$ cat src/rtl/rob_commit.sv
// rtl/rob_commit.sv - in-order retirement buffer with completion ports, commit and flush
//
// Purpose: circular reorder buffer. Issue allocates entries at the tail, RS/SLB
// completions mark entries ready, and the head retires one entry per cycle in
// program order. A mispredicted branch or JALR retires and raises Clear_flag,
// which empties the whole buffer on the following enabled edge.
//
// Ports:
//   clk, rst, rdy                       clock, sync active-high reset, global enable
//   alloc_valid/kind/rd/pred_taken/target   allocation request
//   alloc_tag, rob_full                 tail tag and full status (from registered state)
//   rs_valid/tag/value, rs_jump_valid/jumppc   RS completion (plus JALR target)
//   slb_valid/tag/value                 SLB completion
//   commit_valid/tag/value/rd/store     registered retirement outputs
//   Clear_flag, redirect_pc             flush pulse and fetch redirect target
module rob_commit #(
   parameter int ROB_DEPTH = 16,
   parameter int DATA_W    = 32,
   localparam int TAG_W    = $clog2(ROB_DEPTH)
) (
   input  logic              clk,
   input  logic              rst,
   input  logic              rdy,
   input  logic              alloc_valid,
   input  logic [1:0]        alloc_kind,
   input  logic [4:0]        alloc_rd,
   input  logic              alloc_pred_taken,
   input  logic [DATA_W-1:0] alloc_target,
   output logic [TAG_W-1:0]  alloc_tag,
   output logic              rob_full,
   input  logic              rs_valid,
   input  logic [TAG_W-1:0]  rs_tag,
   input  logic [DATA_W-1:0] rs_value,
   input  logic              rs_jump_valid,
   input  logic [DATA_W-1:0] rs_jumppc,
   input  logic              slb_valid,
   input  logic [TAG_W-1:0]  slb_tag,
   input  logic [DATA_W-1:0] slb_value,
   output logic              commit_valid,
   output logic [TAG_W-1:0]  commit_tag,
   output logic [DATA_W-1:0] commit_value,
   output logic [4:0]        commit_rd,
   output logic              commit_store,
   output logic              Clear_flag,
   output logic [DATA_W-1:0] redirect_pc
);

   localparam logic [1:0] KIND_REG    = 2'd0;
   localparam logic [1:0] KIND_BRANCH = 2'd1;
   localparam logic [1:0] KIND_JALR   = 2'd2;
   localparam logic [1:0] KIND_STORE  = 2'd3;
   localparam logic [TAG_W:0] FULL_CNT = (TAG_W+1)'(ROB_DEPTH);

   logic [TAG_W-1:0]  head, tail;
   logic [TAG_W:0]    count;

   logic              busy   [ROB_DEPTH];
   logic              ready  [ROB_DEPTH];
   logic [1:0]        kind   [ROB_DEPTH];
   logic [4:0]        rd     [ROB_DEPTH];
   logic              pred   [ROB_DEPTH];
   logic [DATA_W-1:0] target [ROB_DEPTH];
   logic [DATA_W-1:0] value  [ROB_DEPTH];
   logic [DATA_W-1:0] jumppc [ROB_DEPTH];

   logic              do_commit, do_alloc, mispredict;
   logic [DATA_W-1:0] mis_pc;

   assign alloc_tag = tail;
   assign rob_full  = (count == FULL_CNT);

   // Everything is frozen during the flush cycle, so Clear_flag gates both paths.
   assign do_commit = busy[head] && ready[head] && !Clear_flag;
   assign do_alloc  = alloc_valid && !rob_full && !Clear_flag;

   always_comb begin
      mispredict = 1'b0;
      mis_pc     = target[head];
      case (kind[head])
         KIND_BRANCH: begin
            mispredict = (value[head][0] != pred[head]);
            mis_pc     = target[head];
         end
         KIND_JALR: begin
            mispredict = (jumppc[head] != target[head]);
            mis_pc     = jumppc[head];
         end
         default: begin
            mispredict = 1'b0;
            mis_pc     = target[head];
         end
      endcase
   end

   always_ff @(posedge clk) begin
      if (rst) begin
         head         <= '0;
         tail         <= '0;
         count        <= '0;
         commit_valid <= 1'b0;
         commit_store <= 1'b0;
         Clear_flag   <= 1'b0;
         commit_tag   <= '0;
         commit_value <= '0;
         commit_rd    <= '0;
         redirect_pc  <= '0;
         for (int i = 0; i < ROB_DEPTH; i++) begin
            busy[i]  <= 1'b0;
            ready[i] <= 1'b0;
         end
      end else if (rdy) begin
         if (Clear_flag) begin
            head         <= '0;
            tail         <= '0;
            count        <= '0;
            commit_valid <= 1'b0;
            commit_store <= 1'b0;
            Clear_flag   <= 1'b0;
            for (int i = 0; i < ROB_DEPTH; i++) begin
               busy[i]  <= 1'b0;
               ready[i] <= 1'b0;
            end
         end else begin
            commit_valid <= do_commit;
            commit_store <= do_commit && (kind[head] == KIND_STORE);
            Clear_flag   <= do_commit && mispredict;
            if (do_commit) begin
               commit_tag   <= head;
               commit_value <= value[head];
               commit_rd    <= rd[head];
               if (mispredict)
                  redirect_pc <= mis_pc;
            end

            // SLB is written first so an RS write to the same tag overrides it.
            if (slb_valid && busy[slb_tag]) begin
               value[slb_tag] <= slb_value;
               ready[slb_tag] <= 1'b1;
            end
            if (rs_valid && busy[rs_tag]) begin
               value[rs_tag] <= rs_value;
               ready[rs_tag] <= 1'b1;
               if (rs_jump_valid)
                  jumppc[rs_tag] <= rs_jumppc;
            end

            // Tail never equals a busy head here: alloc requires not full.
            if (do_alloc) begin
               busy[tail]   <= 1'b1;
               ready[tail]  <= 1'b0;
               kind[tail]   <= alloc_kind;
               rd[tail]     <= alloc_rd;
               pred[tail]   <= alloc_pred_taken;
               target[tail] <= alloc_target;
            end

            if (do_commit)
               busy[head] <= 1'b0;

            tail  <= tail + TAG_W'(do_alloc);
            head  <= head + TAG_W'(do_commit);
            count <= count + (TAG_W+1)'(do_alloc) - (TAG_W+1)'(do_commit);
         end
      end
   end

endmodule

$ cat config.mk
export PLATFORM = sky130hd
export DESIGN_NAME = rob_commit
export DESIGN_NICKNAME = d
export VERILOG_FILES = /design/src/rtl/rob_commit.sv
export SDC_FILE = /design/constraint.sdc
export NUM_CORES = 2
export LEC_CHECK = 0
export CORE_ASPECT_RATIO = 0.8
export CORE_MARGIN = 2
export CORE_UTILIZATION = 30
export DETAILED_ROUTE_END_ITERATION = 10
export PLACE_DENSITY_LB_ADDON = 0.08
export SKIP_LAST_GASP = 1
export SLEW_MARGIN = 30
export SYNTH_ARGS = -nofsm -noshare
export SYNTH_HDL_FRONTEND = slang
export SYNTH_SLANG_ARGS = --single-unit
$ cat constraint.sdc
create_clock -name clk -period 7.85 [get_ports clk]
set_input_delay 1.1775 -clock clk [delete_from_list [all_inputs] [get_ports clk]]
set_output_delay 1.1775 -clock clk [all_outputs]
set_load 0.005 [all_outputs]
Word-level counts from Yosys, hierarchy flattened
Memories as Yosys holds them, arrays and structs flattened. A register that Yosys moved wholly into a read port is not among the register bits.
Index checks and enable logic that the tools add are counted.

word-level totals
  memories kept = 8
  output and inout port bits = 81
  bits in latches = 0
  register bits = 84
  word-level logic and storage cells = 178
  input port bits = 151
  bits in writable memories = 1696
  memory bits (read-only) = 0

cells by class
  shifts and indexed selects = 0
  add/sub/neg operators = 4
  multiplexer cells = 101
  reductions and logical operators = 17
  order comparisons = 0
  bitwise gates (word level) = 33
  div/mod/pow operators = 0
  equal/unequal tests = 6
  multipliers = 0

memories
  name         depth  width  rd ports  clocked after memory_dff  write ports  line  source
  jumppc       16     32     1         1                         1            64    logic [DATA_W-1:0] jumppc [ROB_DEPTH];
  target       16     32     1         1                         1            62    logic [DATA_W-1:0] target [ROB_DEPTH];
  value        16     32     1         1                         2            63    logic [DATA_W-1:0] value [ROB_DEPTH];
  rd           16     5      1         1                         1            60    logic [4:0] rd [ROB_DEPTH];
  kind         16     2      1         1                         1            59    logic [1:0] kind [ROB_DEPTH];
  busy         16     1      3         1                         16           57    logic busy [ROB_DEPTH];
  +2 memories  --     --     --        --                        --           --

operators with widths
  kind                                                             count
  4-bit two-way mux                                                21
  1-bit two-way mux                                                77
  32-bit two-way mux                                               1
  32-bit inequality test                                           1
  1-bit bitwise OR                                                 32
  4-bit by 1-bit adder with 4-bit output                           2
  1-bit logical AND                                                8
  5-bit by 1-bit adder with 5-bit output                           1
  5-bit == test, second input constant                             1
  5-bit two-way mux                                                1
  1-bit OR reduction                                               5
  5-bit by 1-bit subtractor with 5-bit output                      1
  2-bit == test, second input constant                             2
  4-bit AND reduction                                              1
  3-bit AND reduction                                              1
  2-bit by 1-bit == test with 1-bit output, second input constant  1
  1-bit zero test                                                  2
  1-bit one-hot mux with 2 select lines                            1
  1-bit inequality test                                            1
  1-bit inverter                                                   1

Depth between registers and ports, before layout
  depth in word-level cells = 11
  depth in mapped cells = 20
  depth with buffers taken out = 18

Worst setup path before layout
OpenSTA, ideal clock, no wires.

  path kind = input to register
  from = input port alloc_valid
  to = memory kind[0][0], enable pin
  path slack = 2.381 ns
  stages = 3
  data required time = 7.358 ns
  setup time = 0.492 ns
  data arrival time = 4.978 ns
  buffers on the path = 0
  cell sequence = or3b_2 > or4_1 > nor3_1

between the ends
  longest elaborated chain between the ends = 7

ends and longest elaborated chain
  what                                     line  source
  start, declared                          24    input logic alloc_valid,
  1-bit logical AND (2 in a row)           74    assign do_alloc = alloc_valid && !rob_full && !Clear_flag;
  1-bit two-way mux                        148   if (do_alloc) begin
  1-bit two-way mux                        112   if (Clear_flag) begin
  1-bit two-way mux                        111   end else if (rdy) begin
  1-bit two-way mux                        96    if (rst) begin
  1-bit two-way mux (implied by the code)  151   kind[tail] <= alloc_kind;
  end, declared                            59

Every way passes these cells.

==> impl_summary.txt <==
----------------------------------------------------
[Outcome]
  Run status ... finished clean

[Critical path]
  Arrival time of data at the critical path endpoint ... between 6 and 7 ns
  Critical Path Sink Type ... flop
  Data required time of the worst path ... between 8 and 9 ns
  Worst path cell trace ... buf_12 -> buf_12 -> mux2i_1 -> a221oi_1 -> o21ai_0 -> a22oi_1 -> o211ai_1 -> nor4_2 -> nand4_1 -> nand2_1 -> mux2i_1
  Worst setup SP type ... flop
  Maximum fanout along the worst path ... 67
  Max stage delay on crit path ... 0.87 ns
  Number of cells on the worst reg-to-reg path ... 11
  Endpoint of the most critical register-to-register path ... redirect_pc[25]$_SDFFE_PP0P_
  Worst-case register-to-register setup slack ... 1.86 ns
  Critical path's slowest cell ... sky130_fd_sc_hd__dfxtp_4
  Crit Path Category ... reg -> reg

[Layout]
  Most common cell after layout, fill and taps aside ... sky130_fd_sc_hd__edfxtp_1
  Leading cell types in the layout, fill and taps excluded ... sky130_fd_sc_hd__edfxtp_1, sky130_fd_sc_hd__mux2_2, sky130_fd_sc_hd__mux4_2
  Fill cell count ... 23190
  Proportion of layout cells with a drive suffix above 1 ... 32.78%
  Area Overhead vs Synth ... 17.43%
  Final layout net count ... 4400
  Multi-input gate area in the final layout ... 22000 µm²
  Register area ... approximately 52000 µm²

[Pwr]
  IR Drop Worst-Case VDD ... between 0.00015 and 0.0002 V
  Power after layout ... 20.28 mW
  Power density of the placed cells ... 229.1 nW/µm²
  Static leakage ... 26.58 nW

[Global route]
  Overall Global Routing Usage ... between 10% and 20%
  Top Usage Layer GRT ... met2
  Met2 routing resource usage after global routing ... 29.79%
  First-pass GRT wire length ... 347600 µm
  Via count of the first global-routing pass ... 40750
  Maximum number of pins on one net before global-route repair ... 79
  Initial antenna violation count ... 43
  Grt met1 use ... 29.34%
  Met3 layer usage reported by global route ... 2.943%
  Congestion Overflow GR ... 0

[Timing]
  Minimum clock period ... 5.986 ns
  Worst-margin pin slew ... 1.091 ns
  Final hold viol count ... 0
  Max Fclk ... 167.1 MHz
  Max-slew violation count ... 0
  Final setup viols ... 0
  Worst hold slack across all endpoints ... around 0.45 ns
  Worst slew margin relative to its limit ... 25.21%
  Final period utilization ... 76.25%
  Max Clock Skew ... a little over 0.08 ns
  Setup TNS Final ... 0 ns
  RSZ-0062 raised after global routing ... false

[Flow run]
  Maxcap violations ... 0

[Yosys]
  Synthesized netlist net count ... roughly 4100
  Avg Synthesized Cell Area ... 18.96 µm²
  Synth Instances ... about 4000
  Part of the Yosys area used for sequential elements ... 69.60%
  Largest cells by area after synthesis ... sky130_fd_sc_hd__edfxtp_1, sky130_fd_sc_hd__mux4_2, sky130_fd_sc_hd__mux2_2
  Number of flops mapped to enable cells by yosys ... 1664
  Top FF cell, synth ... sky130_fd_sc_hd__edfxtp_1
  Number of synthesized register bits ... 1789
  Yosys top cell area share ... 66.28%
  Cell taking the most area after synthesis ... sky130_fd_sc_hd__edfxtp_1
  Count of distinct cell types in the synthesized netlist ... between 60 and 70
  Post-synthesis instance area ... about 75000 µm²
  Share of flip-flops with an asynchronous set or reset ... 0%
  Number of synthesis warnings ... 0

[Clocking]
  Reg clk slew, reported paths ... roughly 0.060 ns
  Htree depth ... 4
  Worst-skew pair later-pin latency ... 0.91 ns
  Root buffer cell ... sky130_fd_sc_hd__clkbuf_16
  Post-cts gate resize count ... 0
  TritonCTS clock tree ... built
  Number of buffers on the longest clock path ... 4
  Count of hold-fix buffers inserted at cts ... 0
  Number of sinks driven by the clock tree ... 1789
  Post-CTS setup buffers ... 0
  TritonCTS Buffers ... 203

[Min path]
  Hold-critical path endpoint ... commit_value[18]$_SDFFE_PP0P_
  HP Start ... commit_value[18]$_SDFFE_PP0P_
  Worst Hold Class ... reg -> reg
  Cell depth of the worst hold path ... 2

[Route]
  Total wirelength of the detailed-routed design ... 252300 µm
  Vias/cell ... around 5.2
  Post-route ant nets ... 0
  Average wire per cell in the routed design ... 32.68 µm
  TritonRoute pass-1 iters ... 5
  Via count of the routed design ... 40490
  Drc violations ... 0
  DR iter-0 viols ... 3638

[Floorplan]
  Ports ... 232
  Standard-cell row count ... ~160
  Die boundary height ... around 450 µm
  Initial core utilization ... 30.19%
  Die extent in x ... 564.5 µm
  Total die area ... 255400 µm²
  Core Footprint ... between 200000 and 250000 µm²

[Place]
  GP Congestion ... 0.7753
  Detailed Place HPWL ... roughly 150000 µm
  Input/output buffers ... between 200 and 250

----------------------------------------------------
## registers in the layout, summed over array words and instances, names as in the netlist, 5 cells and up, named ones only
register	flops
target	512
jumppc	512
busy	16
pred	16
rd	80
kind	32
redirect_pc	32
value	512
commit_value	32
count	5
ready	16
commit_rd	5
## stage by stage
step / std cells / utilization [%] / instance area, µm² / setup WS (ns)
after global placement: 7345 / 32.85 / 82030 / 1.939
after global routing: 7718 / 35.45 / 88530 / 1.477
after detailed placement: 7348 / 32.88 / 82120 / 1.955
after CTS: 7714 / 35.43 / 88460 / 1.949
final: 7721 / 35.45 / 88530 / 1.864
after floorplan: 3977 / - / 75390 / 2.381
## kinds of logic (layout without fill, tap and decap cells)
family | Yosys count | after routing | share of synthesized area (%)
AO/OA/AOI/OAI | 408 | 408 | 3.849
XOR/XNOR | 24 | 24 | 0.2788
adder cells (fa/ha/maj) | 14 | 14 | 0.2423
buffers and inverters | 327 | 746 | 2.025
flip-flops | 1789 | 1789 | 69.60
multiplexers | 1068 | 1068 | 21.90
other | 0 | 5 | 0
AND/OR/NAND/NOR | 347 | 347 | 2.108
## cell usage after synthesis, types with 5 or more instances
master	count
sky130_fd_sc_hd__mux2i_1	142
sky130_fd_sc_hd__nand3_1	29
sky130_fd_sc_hd__nand2b_1	8
sky130_fd_sc_hd__mux2_2	512
sky130_fd_sc_hd__xor2_1	14
sky130_fd_sc_hd__a221oi_1	52
sky130_fd_sc_hd__a21oi_2	10
sky130_fd_sc_hd__edfxtp_1	1664
sky130_fd_sc_hd__a21oi_1	126
sky130_fd_sc_hd__o211ai_1	6
sky130_fd_sc_hd__mux4_2	414
sky130_fd_sc_hd__a31oi_1	5
sky130_fd_sc_hd__a311oi_2	17
sky130_fd_sc_hd__o21ai_0	28
sky130_fd_sc_hd__o211a_1	5
sky130_fd_sc_hd__nor4_1	9
sky130_fd_sc_hd__buf_6	15
sky130_fd_sc_hd__buf_4	23
sky130_fd_sc_hd__buf_2	31
sky130_fd_sc_hd__inv_1	15
sky130_fd_sc_hd__nor2_1	85
sky130_fd_sc_hd__ha_1	13
sky130_fd_sc_hd__nor2b_1	8
sky130_fd_sc_hd__and4_1	5
sky130_fd_sc_hd__nor3_1	28
sky130_fd_sc_hd__clkbuf_1	214
sky130_fd_sc_hd__o21ai_1	14
sky130_fd_sc_hd__buf_1	20
sky130_fd_sc_hd__nand4_1	9
sky130_fd_sc_hd__o21a_1	5
sky130_fd_sc_hd__a221o_1	6
sky130_fd_sc_hd__a211oi_1	9
sky130_fd_sc_hd__or3_1	8
sky130_fd_sc_hd__nand2_1	136
sky130_fd_sc_hd__and2_1	6
sky130_fd_sc_hd__xnor2_1	10
sky130_fd_sc_hd__o22ai_1	14
sky130_fd_sc_hd__dfxtp_1	125
sky130_fd_sc_hd__a22o_1	10
sky130_fd_sc_hd__a22oi_1	76
sky130_fd_sc_hd__a31o_1	9
## worst max path at each step
stage,to,cells past startpoint,from
after floorplan,kind[0][0]$_DFFE_PP_,3,alloc_valid
after global placement,redirect_pc[28]$_SDFFE_PP0P_,12,flop
after detailed placement,redirect_pc[25]$_SDFFE_PP0P_,10,flop
after CTS,redirect_pc[25]$_SDFFE_PP0P_,10,flop
after global routing,redirect_pc[25]$_SDFFE_PP0P_,11,flop
final,redirect_pc[25]$_SDFFE_PP0P_,11,flop
## layer usage
metal | vias up | wire length (µm)
met2 | 1124 | 114000
met4 | 12 | 5218
li1 | 16920 | -
met3 | 311 | 12450
met5 | - | 76
met1 | 22120 | 120500
## power by group
| part | internal (mW) | switching, mW |
|---|---|---|
| registers | 10.4 | 0.0110 |
| clock network | 5.38 | 3.91 |
| logic | 0.215 | 0.340 |
## area by class of cell
cell class                 count  share of cell area, %
sequential                  1789                  59.28
tap                         3320                  4.692
timing repair buffer         361                  3.909
inverter                      19                0.08621
clock inverter                90                 0.9172
multi-input combinational   1861                  24.85
clock buffer                 276                  6.255
antenna                        5                0.01413
## critical path: cells and delay by family, from the launching register on
family / cells / cell delay [ns]
AOI/OAI and AO/OA: 4 / 1.74
buffers and inverters: 2 / 0.80
DFF: 1 / 0.87
muxes: 2 / 0.39
and+or+nand+nor: 3 / 1.98
No activity file was read; power rests on OpenSTA's default activity.
